--- src/rtl/mrc_host_sequencer_pkg.sv ---
// Shared definitions for the MRC host sequencer: FSM state encoding,
// operation codes and the default operand width used across the MRC.
package mrc_host_sequencer_pkg;

    localparam int MRC_WORD_LENGTH = 16;

    localparam logic OP_MULT = 1'b0;
    localparam logic OP_SQRT = 1'b1;

    typedef enum logic [2:0] {
        IDLE      = 3'd0,
        START     = 3'd1,
        WAIT_X    = 3'd2,
        LOAD_X    = 3'd3,
        WAIT_Y    = 3'd4,
        LOAD_Y    = 3'd5,
        WAIT_DONE = 3'd6,
        RESP      = 3'd7
    } seq_state_t;

    function automatic logic is_wait_state(input seq_state_t s);
        return (s == WAIT_X) || (s == WAIT_Y) || (s == WAIT_DONE);
    endfunction

endpackage

--- src/rtl/mrc_host_sequencer_if.sv ---
// Command, response and MRC operand-prompt signals of the host sequencer.
// The master modport is the sequencer; the slave modport is its environment.
interface mrc_host_sequencer_if
    import mrc_host_sequencer_pkg::*;
#(
    parameter int WORD_LENGTH = MRC_WORD_LENGTH
);
    logic                       cmd_valid;
    logic                       cmd_ready;
    logic                       cmd_op;
    logic [WORD_LENGTH-1:0]     cmd_x;
    logic [WORD_LENGTH-1:0]     cmd_y;

    logic                       start;
    logic                       op;
    logic                       load;
    logic [WORD_LENGTH-1:0]     data_out;
    logic                       flagx;
    logic                       flagy;
    logic                       mrc_ready;
    logic [2*WORD_LENGTH-1:0]   mrc_result;

    logic                       rsp_valid;
    logic                       rsp_ready;
    logic [2*WORD_LENGTH-1:0]   rsp_result;
    logic                       rsp_timeout;

    modport master (
        input  cmd_valid, cmd_op, cmd_x, cmd_y,
        output cmd_ready,
        output start, op, load, data_out,
        input  flagx, flagy, mrc_ready, mrc_result,
        output rsp_valid, rsp_result, rsp_timeout,
        input  rsp_ready
    );

    modport slave (
        output cmd_valid, cmd_op, cmd_x, cmd_y,
        input  cmd_ready,
        input  start, op, load, data_out,
        output flagx, flagy, mrc_ready, mrc_result,
        input  rsp_valid, rsp_result, rsp_timeout,
        output rsp_ready
    );

endinterface

--- src/rtl/mrc_timeout_counter.sv ---
// Wait-state watchdog: counts while enabled, raises flag once the count
// equals TIMEOUT and holds there until cleared.
module mrc_timeout_counter #(
    parameter int TO_BITS = 10,
    parameter int TIMEOUT = 1023
) (
    input  logic clk,
    input  logic reset,
    input  logic clear,
    input  logic enable,
    output logic flag
);

    logic [TO_BITS-1:0] count;

    assign flag = (count == TO_BITS'(TIMEOUT));

    always_ff @(posedge clk or negedge reset) begin
        if (!reset) begin
            count <= '0;
        end else if (clear) begin
            count <= '0;
        end else if (enable && !flag) begin
            count <= count + TO_BITS'(1);
        end
    end

endmodule

--- src/rtl/mrc_host_sequencer.sv ---
// Host-side driver of the MRC operand-prompt protocol: takes one command,
// feeds operands on flagx/flagy prompts and returns the result or an abort.
module mrc_host_sequencer
    import mrc_host_sequencer_pkg::*;
#(
    parameter int WORD_LENGTH = MRC_WORD_LENGTH,
    parameter int TIMEOUT     = 1023,
    parameter int TO_BITS     = 10
) (
    input  logic                  clk,
    input  logic                  reset,
    mrc_host_sequencer_if.master  bus,
    output logic                  busy
);

    seq_state_t                 state;
    logic                       op_q;
    logic [WORD_LENGTH-1:0]     x_q;
    logic [WORD_LENGTH-1:0]     y_q;
    logic [2*WORD_LENGTH-1:0]   result_q;
    logic                       timeout_q;

    logic                       waiting;
    logic                       entering;
    logic                       wait_exit;
    logic                       to_flag;

    // The count includes the current wait cycle: it is zeroed on leaving a
    // wait state and already steps on the single-cycle state that enters one.
    always_comb begin
        waiting   = is_wait_state(state);
        entering  = (state == START) || (state == LOAD_X) || (state == LOAD_Y);
        wait_exit = waiting && (to_flag
                                || (state == WAIT_X    && bus.flagx)
                                || (state == WAIT_Y    && bus.flagy)
                                || (state == WAIT_DONE && bus.mrc_ready));
    end

    mrc_timeout_counter #(
        .TO_BITS (TO_BITS),
        .TIMEOUT (TIMEOUT)
    ) u_timeout (
        .clk    (clk),
        .reset  (reset),
        .clear  (!(waiting || entering) || wait_exit),
        .enable (waiting || entering),
        .flag   (to_flag)
    );

    always_ff @(posedge clk or negedge reset) begin
        if (!reset) begin
            state     <= IDLE;
            op_q      <= OP_MULT;
            x_q       <= '0;
            y_q       <= '0;
            result_q  <= '0;
            timeout_q <= 1'b0;
        end else begin
            case (state)
                IDLE: if (bus.cmd_valid) begin
                    op_q  <= bus.cmd_op;
                    x_q   <= bus.cmd_x;
                    y_q   <= bus.cmd_y;
                    state <= START;
                end
                START:  state <= WAIT_X;
                WAIT_X: if (bus.flagx) begin
                    state <= LOAD_X;
                end else if (to_flag) begin
                    result_q  <= '0;
                    timeout_q <= 1'b1;
                    state     <= RESP;
                end
                LOAD_X: state <= (op_q == OP_SQRT) ? WAIT_DONE : WAIT_Y;
                WAIT_Y: if (bus.flagy) begin
                    state <= LOAD_Y;
                end else if (to_flag) begin
                    result_q  <= '0;
                    timeout_q <= 1'b1;
                    state     <= RESP;
                end
                LOAD_Y: state <= WAIT_DONE;
                // A result arriving on the timeout cycle still counts as success.
                WAIT_DONE: if (bus.mrc_ready) begin
                    result_q  <= bus.mrc_result;
                    timeout_q <= 1'b0;
                    state     <= RESP;
                end else if (to_flag) begin
                    result_q  <= '0;
                    timeout_q <= 1'b1;
                    state     <= RESP;
                end
                RESP: if (bus.rsp_ready) state <= IDLE;
                default: state <= IDLE;
            endcase
        end
    end

    // X stays on the bus through WAIT_Y so the MRC can capture it after load.
    always_comb begin
        bus.cmd_ready   = (state == IDLE);
        bus.start       = (state == START);
        bus.load        = (state == LOAD_X) || (state == LOAD_Y);
        bus.op          = (state == IDLE || state == RESP) ? 1'b0 : op_q;
        bus.rsp_valid   = (state == RESP);
        bus.rsp_result  = (state == RESP) ? result_q : '0;
        bus.rsp_timeout = (state == RESP) && timeout_q;
        busy            = (state != IDLE);
        case (state)
            START, WAIT_X, LOAD_X, WAIT_Y: bus.data_out = x_q;
            LOAD_Y:                        bus.data_out = y_q;
            WAIT_DONE:                     bus.data_out = (op_q == OP_SQRT) ? x_q : y_q;
            default:                       bus.data_out = '0;
        endcase
    end

endmodule

--- src/flat_wrapper.sv ---
// flat-port wrapper written by rule: the top's interface ports become plain ports
module mrc_host_sequencer_flat import mrc_host_sequencer_pkg::*;
#(
    parameter int WORD_LENGTH = MRC_WORD_LENGTH,
    parameter int TIMEOUT     = 1023,
    parameter int TO_BITS     = 10
)
  (clk, reset, busy, bus_cmd_valid, bus_cmd_op, bus_cmd_x, bus_cmd_y, bus_cmd_ready, bus_start, bus_op, bus_load, bus_data_out, bus_flagx, bus_flagy, bus_mrc_ready, bus_mrc_result, bus_rsp_valid, bus_rsp_result, bus_rsp_timeout, bus_rsp_ready);
  mrc_host_sequencer_if #(.WORD_LENGTH(WORD_LENGTH)) bus_i ();
  input  logic clk;
  input  logic reset;
  output logic busy;
  input wire logic [$bits(bus_i.cmd_valid)-1:0] bus_cmd_valid;
  input wire logic [$bits(bus_i.cmd_op)-1:0] bus_cmd_op;
  input wire logic [$bits(bus_i.cmd_x)-1:0] bus_cmd_x;
  input wire logic [$bits(bus_i.cmd_y)-1:0] bus_cmd_y;
  output wire logic [$bits(bus_i.cmd_ready)-1:0] bus_cmd_ready;
  output wire logic [$bits(bus_i.start)-1:0] bus_start;
  output wire logic [$bits(bus_i.op)-1:0] bus_op;
  output wire logic [$bits(bus_i.load)-1:0] bus_load;
  output wire logic [$bits(bus_i.data_out)-1:0] bus_data_out;
  input wire logic [$bits(bus_i.flagx)-1:0] bus_flagx;
  input wire logic [$bits(bus_i.flagy)-1:0] bus_flagy;
  input wire logic [$bits(bus_i.mrc_ready)-1:0] bus_mrc_ready;
  input wire logic [$bits(bus_i.mrc_result)-1:0] bus_mrc_result;
  output wire logic [$bits(bus_i.rsp_valid)-1:0] bus_rsp_valid;
  output wire logic [$bits(bus_i.rsp_result)-1:0] bus_rsp_result;
  output wire logic [$bits(bus_i.rsp_timeout)-1:0] bus_rsp_timeout;
  input wire logic [$bits(bus_i.rsp_ready)-1:0] bus_rsp_ready;
  assign bus_i.cmd_valid = bus_cmd_valid;
  assign bus_i.cmd_op = bus_cmd_op;
  assign bus_i.cmd_x = bus_cmd_x;
  assign bus_i.cmd_y = bus_cmd_y;
  assign bus_cmd_ready = bus_i.cmd_ready;
  assign bus_start = bus_i.start;
  assign bus_op = bus_i.op;
  assign bus_load = bus_i.load;
  assign bus_data_out = bus_i.data_out;
  assign bus_i.flagx = bus_flagx;
  assign bus_i.flagy = bus_flagy;
  assign bus_i.mrc_ready = bus_mrc_ready;
  assign bus_i.mrc_result = bus_mrc_result;
  assign bus_rsp_valid = bus_i.rsp_valid;
  assign bus_rsp_result = bus_i.rsp_result;
  assign bus_rsp_timeout = bus_i.rsp_timeout;
  assign bus_i.rsp_ready = bus_rsp_ready;
  mrc_host_sequencer #(.WORD_LENGTH(WORD_LENGTH), .TIMEOUT(TIMEOUT), .TO_BITS(TO_BITS)) u_core (.clk(clk), .reset(reset), .bus(bus_i), .busy(busy));
endmodule
--- config.mk ---
export PLATFORM = sky130hd
export DESIGN_NAME = mrc_host_sequencer_flat
export DESIGN_NICKNAME = d
export VERILOG_FILES = /design/src/rtl/mrc_host_sequencer_pkg.sv /design/src/rtl/mrc_host_sequencer_if.sv /design/src/rtl/mrc_timeout_counter.sv /design/src/rtl/mrc_host_sequencer.sv /design/src/flat_wrapper.sv
export SDC_FILE = /design/constraint.sdc
export NUM_CORES = 1
export LEC_CHECK = 0
export ABC_CLOCK_PERIOD_IN_PS = 1800
export BUFFER_PORTS_ARGS = -buffer_cell sky130_fd_sc_hd__buf_4
export CAP_MARGIN = 20
export CORE_ASPECT_RATIO = 0.7
export CORE_MARGIN = 1
export CORE_UTILIZATION = 30
export CTS_BUF_LIST = sky130_fd_sc_hd__clkbuf_16
export DETAILED_ROUTE_END_ITERATION = 10
export GPL_TIMING_DRIVEN = 0
export PLACE_DENSITY = 0.5
export SLEW_MARGIN = 20
export SYNTH_ARGS = -nofsm -noshare
export SYNTH_HDL_FRONTEND = slang
export SYNTH_SLANG_ARGS = --single-unit
--- constraint.sdc ---
create_clock -name clk -period 1.8 [get_ports clk]
set_input_delay 0.27 -clock clk [delete_from_list [all_inputs] [get_ports clk]]
set_output_delay 0.27 -clock clk [all_outputs]
set_load 0.005 [all_outputs]
==> reports/qor.csv <==
metric,value,unit
Max VDD drop,627.9,uV
DR pass1 iterations,10,
Avg Inst Size Synth,10.75,um^2
Max Freq,507.9,MHz
number of DRC markers in iteration 0,101,
ANT cells,0,
sequential-to-total area share from yosys stat,49.98,%
Total Routing Usage GR,15.85,%
share of the synthesized area in the top cell type,49.98,%
root buffer cell,clkbuf_16,
crit-path max FO,10,
"most common cell after layout, fill and taps aside",buf_4,
drt total wl,10230,um
relative slew slack,49.51,%
GRT overflow,0,
Detailed Place HPWL,7136,um
P_leak,0.002678,uW
largest net degree at the start of global routing,80,
Remaining DRCs,12,
Buffers on Ports,126,
io pins,127,
Crit. End Element,output pin,
run status,finished with violations,
row cnt,34,
"Distinct cells, synth",41,
deepest clock path buffer count,2,
Post-DRT Antenna Nets,0,
die area,13650,um^2
Die Wd,139.2,um
Overall Power,8841,uW
crit path kind,flop to output pin,
effective utilization at floorplan,31.30,%
Power Density,1594,nW/um^2
initial antenna violation count,0,
share of layout cells above drive strength 1,41.25,%
Core Area,12630,um^2
synth warn,0,
Min Hold Slack,-0.03753,ns
# nets final,583,
critical-path cell list,"buf_6, inv_8, and3_4, o21a_4, buf_8, a22o_1, buf_4",
Wirelength per Cell,15.14,um
Area Growth Syn to Fin,40.27,%
RSZ-0062 raised after global routing,true,
Max-Cap Viols,0,
#FFs+latches synth,79,
vias in the first global route,3210,
top cell type by total area after synthesis,dfrtp_1,
vias,3161,
measured slew at the worst slew-check pin,0.7574,ns
most frequent cells in the layout,"buf_4 (130), dfrtp_1 (78), nand2_1 (68)",
H-tree depth,3,
Die Ht,98.07,um
Clock Latency Late Sink,0.33,ns
Hold WC Path Type,input pin to async pin,
final clock skew,0.005796,ns
Slew Limit Fails,0,
first-pass GRT wire length,17000,um
setup violators final,45,
cells after synthesis,368,
largest cells by area after synthesis,"dfrtp_1 (50%), mux2_4 (11%), nand2_1 (6.5%)",
failing checks,"design-rule violations, negative hold slack, negative setup slack",
CP max stage cell,dfrtp_1,
worst path arrival time,1.70,ns
Fin. Hold Viols,28,
"Worst Setup Slack, final",-0.1688,ns
delay of the slowest critical-path stage,0.34,ns
min cycle time layout,1.969,ns
Critical Path RT,1.53,ns
CTS tree,done,
Vias/cell,4.676,
final core occ,43.91,%
Worst setup SP type,flop,
fin crit share,109.4,%
Clock Sinks,79,
CTS Buf Count,9,
Post-Layout Inst Area,5548,um^2
Post-DP Area,5104,um^2
final RePlAce weighted congestion,0.7955,
Post-Syn Area,3955,um^2
syn_nets,441,
Clock transition at path regs,0.06,ns
flip-flops by register name, indices dropped and copies added, names as in the netlist:
name                    cells
u_core.x_q                 16
u_core.op_q                 1
u_core.state                3
u_core.timeout_q            1
u_core.u_timeout.count     10
u_core.result_q            32
u_core.y_q                 16
metal layers:
layer,part of all wire [%],global-route usage (%),wire (um)
met5,0,0,0
met2,42,23.00,4310
met3,8.6,5.934,876
met4,0.54,3.590,55
met1,49,22.22,4991
synth_stat cells (all sizes together):
cell / n
nor2: 15
and4: 3
nor3b: 4
and2: 34
nor2b: 1
clkbuf: 4
a21oi: 38
o221ai: 1
nand2: 68
nand3: 6
xnor2: 3
a31oi: 2
and3: 5
nand4: 4
o21ai: 3
a22o: 16
mux2: 32
mux2i: 3
ha: 1
inv: 4
nor3: 7
nand2b: 2
o31ai: 1
or3: 1
o21a: 2
buf: 22
o31a: 2
a21o: 2
a211oi: 2
dfrtp: 79
a22oi: 1
critical path, delay by kind of cell, from the launching register on:
kind                   cells  cell delay (ns)
DFF                        1             0.34
and+or+nand+nor            1             0.15
buffers and inverters      4             0.46
AOI/OAI and AO/OA          2             0.40
repair_timing:
| item | CTS | global route |
|---|---|---|
| hold buffers | 0 | 0 |
| gates resized for setup | 20 | 8 |
| setup endpoints to repair | 51 | 113 |
| buffers inserted | 6 | 0 |
| pin swaps | 3 | 4 |
metrics by stage:
stage                     instances  setup TNS, ns  worst slack [ns]
final                           676         -4.960           -0.1688
after global routing            676         -10.23           -0.2408
after CTS                       676         -7.211           -0.1993
after detailed placement        656         -4.721           -0.2517
after global placement          656         -4.658           -0.2498
after floorplan                 368              0            0.2060
worst paths after layout:
check	startpoint	endpoint	slack [ns]	cells past startpoint
min in group clk	bus_cmd_op	u_core.op_q	0.15	3
worst min register to register	u_core.timeout_q	u_core.timeout_q	0.47	1
worst max register to register	u_core.state[2]	u_core.x_q[1]	0.01	7
max in group asynchronous	reset	u_core.state[1]	1.26	1
worst max-delay path	u_core.state[0]	bus_data_out[10]	-0.17	7
worst min-delay path	reset	u_core.result_q[23]	-0.04	1
kinds of logic after synthesis:
family | after synthesis | synth area share [%]
AOI/OAI and AO/OA | 70 | 11.67
and+or+nand+nor | 150 | 19.30
muxes | 35 | 12.53
xor gates and xnor gates | 3 | 0.6645
adders and majority gates | 1 | 0.3163
DFF | 79 | 49.98
buffers and inverters | 30 | 5.536
cell type report:
cell class / instances / area [um^2]
sequential: 79 / 1978
clock buffer: 9 / 225.2
tap: 162 / 202.7
inverter: 4 / 22.52
clock inverter: 6 / 76.32
fill: 1234 / 7087
timing repair buffer: 132 / 1030
multi-input combinational: 259 / 1783
buffer: 25 / 230.2
power by group:
group / switching, uW / total (uW) / internal, uW
Sequential: 393 / 2920 / 2520
Clock: 678 / 1870 / 1190
Combinational: 1740 / 4060 / 2310
Total: 2810 / 8840 / 6030
No activity file was read; power rests on OpenSTA's default activity.
